`config.mk`:
```
export PLATFORM = sky130hd
export DESIGN_NAME = mem_access_unit
export DESIGN_NICKNAME = d
export VERILOG_FILES = /design/src/rtl/mips_mem_pkg.sv /design/src/rtl/mem_lane_align.sv /design/src/rtl/mem_access_unit.sv
export SDC_FILE = /design/constraint.sdc
export NUM_CORES = 1
export LEC_CHECK = 0
export ABC_CLOCK_PERIOD_IN_PS = 2900
export CAP_MARGIN = 20
export CORE_MARGIN = 4
export CORE_UTILIZATION = 51
export DETAILED_ROUTE_END_ITERATION = 10
export HOLD_SLACK_MARGIN = 0.03
export PLACE_DENSITY = 0.82
export SETUP_SLACK_MARGIN = 0.2
export SLEW_MARGIN = 20
export SYNTH_ARGS = -nofsm -noshare
export SYNTH_HDL_FRONTEND = slang
export SYNTH_SLANG_ARGS = --single-unit
```
`constraint.sdc`:
```
create_clock -name clk_i -period 2.9 [get_ports clk_i]
set_clock_uncertainty 0.05 [all_clocks]
set_input_delay 0.725 -clock clk_i [delete_from_list [all_inputs] [get_ports clk_i]]
set_output_delay 0.725 -clock clk_i [all_outputs]
set_load 0.05 [all_outputs]
```
`src/rtl/mips_mem_pkg.sv`:
```
// Shared encodings for the data-memory access engine.
//   SIZE_*  : access-size encodings of the size port
//   state_e : access FSM states
package mips_mem_pkg;

    localparam logic [1:0] SIZE_BYTE    = 2'b00;
    localparam logic [1:0] SIZE_HALF    = 2'b01;
    localparam logic [1:0] SIZE_WORD    = 2'b10;
    localparam logic [1:0] SIZE_ILLEGAL = 2'b11;

    typedef enum logic [1:0] {
        StIdle,
        StCheck,
        StReq,
        StDone
    } state_e;

endpackage

```
`src/rtl/mem_lane_align.sv`:
```
// Combinational lane steering for the data-memory access engine.
//   size_i, addr_lo_i, load_unsigned_i : captured access attributes
//   store_data_i : rt value; be_o / wdata_o : byte enables and replicated store word
//   rdata_i      : raw bus read word; rdata_ext_o : selected lane, sign/zero-extended
module mem_lane_align
    import mips_mem_pkg::*;
(
    input  logic [1:0]  size_i,
    input  logic [1:0]  addr_lo_i,
    input  logic        load_unsigned_i,
    input  logic [31:0] store_data_i,
    input  logic [31:0] rdata_i,
    output logic [3:0]  be_o,
    output logic [31:0] wdata_o,
    output logic [31:0] rdata_ext_o
);

    logic [7:0]  byte_v;
    logic [15:0] half_v;
    logic        byte_sign;
    logic        half_sign;

    always_comb begin
        byte_v    = rdata_i[{addr_lo_i, 3'b000} +: 8];
        half_v    = addr_lo_i[1] ? rdata_i[31:16] : rdata_i[15:0];
        byte_sign = byte_v[7] & ~load_unsigned_i;
        half_sign = half_v[15] & ~load_unsigned_i;
    end

    always_comb begin
        be_o        = 4'b0000;
        wdata_o     = 32'h0;
        rdata_ext_o = 32'h0;
        unique case (size_i)
            SIZE_BYTE: begin
                be_o        = 4'b0001 << addr_lo_i;
                wdata_o     = {4{store_data_i[7:0]}};
                rdata_ext_o = {{24{byte_sign}}, byte_v};
            end
            SIZE_HALF: begin
                be_o        = addr_lo_i[1] ? 4'b1100 : 4'b0011;
                wdata_o     = {2{store_data_i[15:0]}};
                rdata_ext_o = {{16{half_sign}}, half_v};
            end
            SIZE_WORD: begin
                be_o        = 4'b1111;
                wdata_o     = store_data_i;
                rdata_ext_o = rdata_i;
            end
            default: ;  // illegal size never reaches the bus
        endcase
    end

endmodule

```
`src/rtl/mem_access_unit.sv`:
```
// Data-memory access engine: one load/store per start pulse, driven onto a req/ack bus.
//   Control : clk_i, reset_i (sync, active-high), start_i, mem_read_i, mem_write_i, size_i,
//             load_unsigned_i, addr_i, store_data_i
//   Status  : busy_o, done_o, misaligned_o, illegal_o, bus_error_o, read_data_o (MDR)
//   Bus     : mem_req_o, mem_we_o, mem_addr_o, mem_be_o, mem_wdata_o, mem_rdata_i, mem_ack_i
module mem_access_unit
    import mips_mem_pkg::*;
#(
    parameter int unsigned TIMEOUT_CYCLES = 255
) (
    input  logic        clk_i,
    input  logic        reset_i,
    input  logic        start_i,
    input  logic        mem_read_i,
    input  logic        mem_write_i,
    input  logic [1:0]  size_i,
    input  logic        load_unsigned_i,
    input  logic [31:0] addr_i,
    input  logic [31:0] store_data_i,
    output logic        busy_o,
    output logic        done_o,
    output logic [31:0] read_data_o,
    output logic        misaligned_o,
    output logic        illegal_o,
    output logic        bus_error_o,
    output logic        mem_req_o,
    output logic        mem_we_o,
    output logic [31:0] mem_addr_o,
    output logic [3:0]  mem_be_o,
    output logic [31:0] mem_wdata_o,
    input  logic [31:0] mem_rdata_i,
    input  logic        mem_ack_i
);

    localparam int unsigned CntW = $clog2(TIMEOUT_CYCLES + 1);

    state_e          state_q, state_d;
    logic            rd_q, rd_d;
    logic            wr_q, wr_d;
    logic [1:0]      size_q, size_d;
    logic            uns_q, uns_d;
    logic [31:0]     addr_q, addr_d;
    logic [31:0]     sd_q, sd_d;
    logic [CntW-1:0] cnt_q, cnt_d;
    logic            mem_req_q, mem_req_d;
    logic            mem_we_q, mem_we_d;
    logic [31:0]     mem_addr_q, mem_addr_d;
    logic [3:0]      mem_be_q, mem_be_d;
    logic [31:0]     mem_wdata_q, mem_wdata_d;
    logic [31:0]     read_data_q, read_data_d;
    logic            misaligned_q, misaligned_d;
    logic            illegal_q, illegal_d;
    logic            bus_error_q, bus_error_d;

    logic [3:0]  al_be;
    logic [31:0] al_wdata;
    logic [31:0] al_rdata;
    logic        chk_illegal;
    logic        chk_misaligned;
    logic        timeout_hit;

    mem_lane_align u_align (
        .size_i          (size_q),
        .addr_lo_i       (addr_q[1:0]),
        .load_unsigned_i (uns_q),
        .store_data_i    (sd_q),
        .rdata_i         (mem_rdata_i),
        .be_o            (al_be),
        .wdata_o         (al_wdata),
        .rdata_ext_o     (al_rdata)
    );

    always_comb begin
        chk_illegal    = (size_q == SIZE_ILLEGAL) | (rd_q & wr_q);
        chk_misaligned = ((size_q == SIZE_HALF) & addr_q[0]) |
                         ((size_q == SIZE_WORD) & (addr_q[1:0] != 2'b00));
        // cnt_q counts REQ cycles already spent without ack; this cycle is cnt_q + 1.
        timeout_hit    = (32'(cnt_q) + 32'd1) >= TIMEOUT_CYCLES;
    end

    always_comb begin
        state_d      = state_q;
        rd_d         = rd_q;
        wr_d         = wr_q;
        size_d       = size_q;
        uns_d        = uns_q;
        addr_d       = addr_q;
        sd_d         = sd_q;
        cnt_d        = cnt_q;
        mem_req_d    = mem_req_q;
        mem_we_d     = mem_we_q;
        mem_addr_d   = mem_addr_q;
        mem_be_d     = mem_be_q;
        mem_wdata_d  = mem_wdata_q;
        read_data_d  = read_data_q;
        // error flags are single-cycle: only set on the edge into StDone
        misaligned_d = 1'b0;
        illegal_d    = 1'b0;
        bus_error_d  = 1'b0;

        unique case (state_q)
            StIdle: begin
                if (start_i && (mem_read_i || mem_write_i)) begin
                    rd_d    = mem_read_i;
                    wr_d    = mem_write_i;
                    size_d  = size_i;
                    uns_d   = load_unsigned_i;
                    addr_d  = addr_i;
                    sd_d    = store_data_i;
                    state_d = StCheck;
                end
            end
            StCheck: begin
                if (chk_illegal || chk_misaligned) begin
                    illegal_d    = chk_illegal;
                    misaligned_d = chk_misaligned;
                    state_d      = StDone;
                end else begin
                    mem_req_d   = 1'b1;
                    mem_we_d    = wr_q;
                    mem_addr_d  = {addr_q[31:2], 2'b00};
                    mem_be_d    = al_be;
                    mem_wdata_d = al_wdata;
                    cnt_d       = '0;
                    state_d     = StReq;
                end
            end
            StReq: begin
                // ack wins over a timeout landing in the same cycle
                if (mem_ack_i) begin
                    mem_req_d = 1'b0;
                    if (rd_q) begin
                        read_data_d = al_rdata;
                    end
                    state_d = StDone;
                end else if (timeout_hit) begin
                    mem_req_d   = 1'b0;
                    bus_error_d = 1'b1;
                    state_d     = StDone;
                end else if (cnt_q != {CntW{1'b1}}) begin
                    cnt_d = cnt_q + CntW'(1);
                end
            end
            StDone: begin
                state_d = StIdle;
            end
            default: state_d = StIdle;
        endcase
    end

    always_ff @(posedge clk_i) begin
        if (reset_i) begin
            state_q      <= StIdle;
            rd_q         <= 1'b0;
            wr_q         <= 1'b0;
            size_q       <= SIZE_BYTE;
            uns_q        <= 1'b0;
            addr_q       <= 32'h0;
            sd_q         <= 32'h0;
            cnt_q        <= '0;
            mem_req_q    <= 1'b0;
            mem_we_q     <= 1'b0;
            mem_addr_q   <= 32'h0;
            mem_be_q     <= 4'h0;
            mem_wdata_q  <= 32'h0;
            read_data_q  <= 32'h0;
            misaligned_q <= 1'b0;
            illegal_q    <= 1'b0;
            bus_error_q  <= 1'b0;
        end else begin
            state_q      <= state_d;
            rd_q         <= rd_d;
            wr_q         <= wr_d;
            size_q       <= size_d;
            uns_q        <= uns_d;
            addr_q       <= addr_d;
            sd_q         <= sd_d;
            cnt_q        <= cnt_d;
            mem_req_q    <= mem_req_d;
            mem_we_q     <= mem_we_d;
            mem_addr_q   <= mem_addr_d;
            mem_be_q     <= mem_be_d;
            mem_wdata_q  <= mem_wdata_d;
            read_data_q  <= read_data_d;
            misaligned_q <= misaligned_d;
            illegal_q    <= illegal_d;
            bus_error_q  <= bus_error_d;
        end
    end

    assign busy_o       = (state_q != StIdle);
    assign done_o       = (state_q == StDone);
    assign read_data_o  = read_data_q;
    assign misaligned_o = misaligned_q;
    assign illegal_o    = illegal_q;
    assign bus_error_o  = bus_error_q;
    assign mem_req_o    = mem_req_q;
    assign mem_we_o     = mem_we_q;
    assign mem_addr_o   = mem_addr_q;
    assign mem_be_o     = mem_be_q;
    assign mem_wdata_o  = mem_wdata_q;

endmodule
```
; ---- Word-level counts from Yosys, hierarchy flattened
; Cells that the tools add are included.
[totals]
ram_bits = 0
romBits = 0
regBits = 182
elab_cells = 82
inputBits = 105
latchBits = 0
out_inout_bits = 107
mem_count = 0
[classes]
bitwise = 11
n_mul = 0
order_cmp = 1
muxes = 20
reduce_logical = 16
addsub = 2
eq_ne = 13
shifts = 2
div = 0
[op_table]
columns = cell, count
row1 = case mux 32 bit (3 select lines), 2
row2 = 2-to-1 mux 8 bit, 4
row3 = variable part select 32 x 6 -> 8 bit, 1
row4 = 2-to-1 mux 16 bit, 1
row5 = case mux 8 bit (2 select lines), 1
row6 = case mux 4 bit (3 select lines), 1
row7 = "inequality test 2 bit, second input constant", 5
row8 = "adder 8 x 1 -> 9 bit, second input constant", 1
row9 = ">= comparator 9 x 8 -> 1 bit, second input constant", 1
row10 = "adder 8 x 1 -> 8 bit, second input constant", 1
row11 = "== test 2 bit, second input constant", 4
row12 = "inequality test 8 bit, second input constant", 1
row13 = case mux 2 bit (4 select lines), 1
row14 = 2-to-1 mux 2 bit, 3
row15 = AND reduction 2 bit, 3
row16 = AND reduction 3 bit, 2
row17 = nonzero test 2 bit, 3
row18 = OR reduction 3 bit, 2
row19 = bitwise AND 1 bit, 5
row20 = 2-to-1 mux 1 bit, 5
row21 = AND reduction 5 bit, 1
row22 = "== test 2 x 1 -> 1 bit, second input constant", 2
row23 = logical NOT 2 bit, 2
row24 = 2-to-1 mux 4 bit, 1
row25 = 7 further kinds, 12

; ---- Logic depth before layout (Yosys ltp)
[logic_depth]
depth_word = 6
depth_mapped = 9
depth_no_buf = 8

; ---- Modules after synthesis
; Synthesis repeated with hierarchy kept, for this count alone.
[hier_totals]
cells_unflattened = 1050
hier_area_um2 = 7897.6
[by_module_without_submodules]
columns = module, instances, area_each_um2, cells_each
row1 = mem_access_unit, 1, 6746.5, 866
row2 = mem_lane_align, 1, 1151.1, 184

; ---- Worst setup path before layout
; OpenSTA, ideal clock, no wires.
[synth_path]
path_kind = reg2reg
from = register state_q[0]
to = register addr_q[15]
slack_ps = 775
setup_ps = 70
path_stages_with_launch = 10
arrival_time_ps = 2005
cell_sequence = dfxtp_1 -> inv_1 -> ha_1 -> inv_1 -> or2_2 -> clkbuf_1 -> buf_2 -> buf_1 -> nand2_1 -> a21oi_1
[synth_via]
elab_chain_cells = 2
[synth_lines]
columns = item, line
row1 = from (decl), mem_access_unit.sv:37  ; state_e state_q, state_d;
row2 = from (signal assigned), mem_access_unit.sv:153  ; state_q <= StIdle;
row3 = from (signal assigned), mem_access_unit.sv:171  ; state_q <= state_d;
row4 = logical NOT 2 bit, mem_access_unit.sv:101  ; unique case (state_q)
row5 = AND reduction 2 bit (no line), --
row6 = to (signal assigned), mem_access_unit.sv:176  ; addr_q <= addr_d;
row7 = to (decl), mem_access_unit.sv:42  ; logic [31:0] addr_q, addr_d;
; Every way passes these cells.
; A chain may end at the register's enable or synchronous reset.

; ---- Worst setup path after layout
[layout_path]
from = register state_q[0]
to = output busy_o
[layout_via]
elab_chain_cells = 1
[layout_lines]
columns = item, line
row1 = nonzero test 2 bit, mem_access_unit.sv:191  ; assign busy_o = (state_q != StIdle);
row2 = to (decl), mem_access_unit.sv:20  ; output logic busy_o,
; Every way passes these cells.

==> metrics.csv <==
metric;value;unit
drc_errors;0;
cts_hold_buf;0;
viasPerCell;5.64;
area_delta_synth_final;38.2;%
synth_compound_area_share;22.1;%
hold_viol;0;
static-leakage-power;3.58;nW
reg2reg_from;addr_q[1];
via_count;7272;
synth_seq_area_share;49.6;%
async_flop_share;0;%
drt_iter0_markers;701;
start_util;52.5;%
io_buffers;209;
synth_edf_count;0;
cp_top_family;buffers and inverters;
wl;22300;microns
rows;43;
netlist.area_leader.share;49.6;%
design_area;10200;sq um
dr.pass1.iters;7;
hold_end;mem_addr_o[22];
cp.required;2120;ps
setup_viol;0;
path_common_cell;inv_1;
core_area;14000;sq um
drive_above_1_share;6.13;%
cap_violations;0;
dp_cells;1258;
antenna_found_initial;0;
grtUsageTotal;26.6;%
max_stage_delay;530;ps
finalSetupTns;0;ps
critPathSlowestCell;clkdlybuf4s15_1;
cts_setup_buffers;0;
dpl.hpwl;15200;microns
pwr_density_cell;741;nW/um^2
yosys.area.top_type;dfxtp_1;
synth_xor_area_share;0;%
crit_chain;inv_1, ha_1, inv_1, clkdlybuf4s15_1;
fmax;0.385;GHz
cts.path.max_buffers;2;
die_area;16400;sq um
hp-class;flip-flop to flip-flop;
ys_warn_count;0;
h-tree-depth;4;
synth.area.top_cells;dfxtp_1 50%, nand2_1 13%, a21oi_1 10%;
rr_endpoint;read_data_o[19];
place_congestion;0.935;
period_minus_slack;2600;ps
path_buf_inv;3;
status;complete, no violations;
netlist_instances;925;
synth-adder-area-share;1.02;%
period_share;89.5;%
cts_tree;built;
clk_pin_slew_worst_paths;60;ps
synthSimpleGateAreaFrac;20.8;%
synth_top_family_by_area;compound AO/OA/AOI/OAI gates;
grt_max_degree;70;
end_kind;output pin;
dpl-instance-area;9550;sq um
synth_most_common_cell;nand2_1;
yosysUniqueCellTypes;50;
clock-sinks;182;
power.total;0.00752;W
crit_arrival;1820;ps
cp-start-kind;flip-flop;
utilization;72.6;%
synth_ff_type;dfxtp_1;
cts_buffers;17;
worst-path-max-fanout;5;
vdd_ir_drop_max;536;uV
ant_nets;0;
post_drt_wl_per_cell;17.3;microns
slew_headroom;33.9;%
io_pins;212;
grt_setup_unrepaired;no;
grt_pass1_vias;6851;
cts_root_buf;clkbuf_16;
whs_path_depth;2;
crit_type;flip-flop to output pin;
die_y;128;microns
yosys-top-cells-count;251 x nand2_1, 182 x dfxtp_1, 154 x a21oi_1, 59 x nor2_1, 51 x clkbuf_1;
syn_avg_cell_area;7.94;sq um
r2r_slack;620;ps
insertion_delay;430;ps
diodes;0;
ys_seq_elements;182;
synthMuxAreaShare;1.84;%
grt_overflow_total;0;
synth_area;7350;sq um
r2r_cells;7;
worstHoldStart;addr_q[22];
drv_slew;0;
worst_slew_pin_slew;987;ps
nets;1208;
dieWidth;128;microns
stdcell_count;1289;
grt_pass1_wl;34600;microns
state kept, by name, indices dropped and copies added, names as in the netlist, 2 cells and up:
signal,cells
addr_q,32
mem_wdata_o,32
read_data_o,32
sd_q,32
mem_addr_o,30
cnt_q,8
mem_be_o,4
size_q,2
state_q,2
logic make-up after synthesis:
logic type	count (synthesis)
other cells	1
simple gates	369
fa+ha+maj	6
flops	182
mux	12
compound gates	275
buf+inv	80
per-stage QoR:
stage | hold WS [ps] | setup WS (ps)
after floorplan | 382 | 775
after global placement | 384 | 290
after detailed placement | 391 | 231
after CTS | 403 | 274
after global routing | 414 | 215
final | 399 | 304
cell usage in the layout, fill, tap and decap left out, types with 6 or more instances in the layout:
cell and instances:
nand2_1 251, clkdlybuf4s50_1 207, dfxtp_1 181, a21oi_1 154, nor2_1 58, o21ai_0 30
a211oi_1 27, o211ai_1 19, clkbuf_16 17, nor3_1 13, nor2b_1 12, buf_4 12
o21ai_1 10, a22oi_1 9, nand3_1 8, mux2_2 8, inv_1 7, a222oi_1 7
and3_1 6, ha_1 6
worst max-delay path by stage:
stage | start | to | slack, ps | cells after the start
6_report | state_q[0] | busy_o | 300 | 4
5_1_grt | state_q[0] | busy_o | 220 | 4
4_1_cts | state_q[0] | busy_o | 270 | 4
3_5_place_dp | mem_rdata_i[15] | read_data_o[31] | 230 | 8
3_3_place_gp | mem_rdata_i[15] | read_data_o[31] | 290 | 8
2_1_floorplan | state_q[0] | addr_q[15] | 770 | 9
power breakdown:
part	total, W	internal, W	switching, W
sequential	0.00295	0.00276	0.000185
clock	0.00234	0.00137	0.000974
combinational	0.00223	0.000785	0.00145
total	0.00752	0.00491	0.00260
area by class of cell:
| class | instances | area (sq um) |
|---|---|---|
| multi-input cells | 664 | 3380 |
| well taps | 180 | 225 |
| clock buffers | 22 | 484 |
| clock inverters | 9 | 116 |
| fillers | 1130 | 3840 |
| repair buffers | 225 | 2270 |
| inverters | 7 | 26.3 |
| flip-flops and latches | 182 | 3640 |
metal layers:
| metal | global-route usage (%) | vias up | part of all wire [%] | wire length [microns] |
|---|---|---|---|---|
| li1 | - | 3502 | - | - |
| met1 | 33.5 | 3392 | 41 | 9100 |
| met2 | 44.8 | 333 | 48 | 10600 |
| met3 | 6.17 | 45 | 8.7 | 1930 |
| met4 | 9.55 | 0 | 2.8 | 634 |
| met5 | 0 | - | 0 | 0 |
what timing repair did:
action                                  CTS  global route
endpoints found under the setup margin    1             1
pin swaps                                 0             0
resized for setup                         1             1
worst reg2reg max path, cell delays in order (launching register included):
cell and delay [ps]:
dfxtp_1 730, mux2_4 290, nor2_1 50, or3_4 400, a211oi_4 200, buf_4 240
a21oi_1 70, o21ai_0 170
Power figures use the tool's default switching activity.
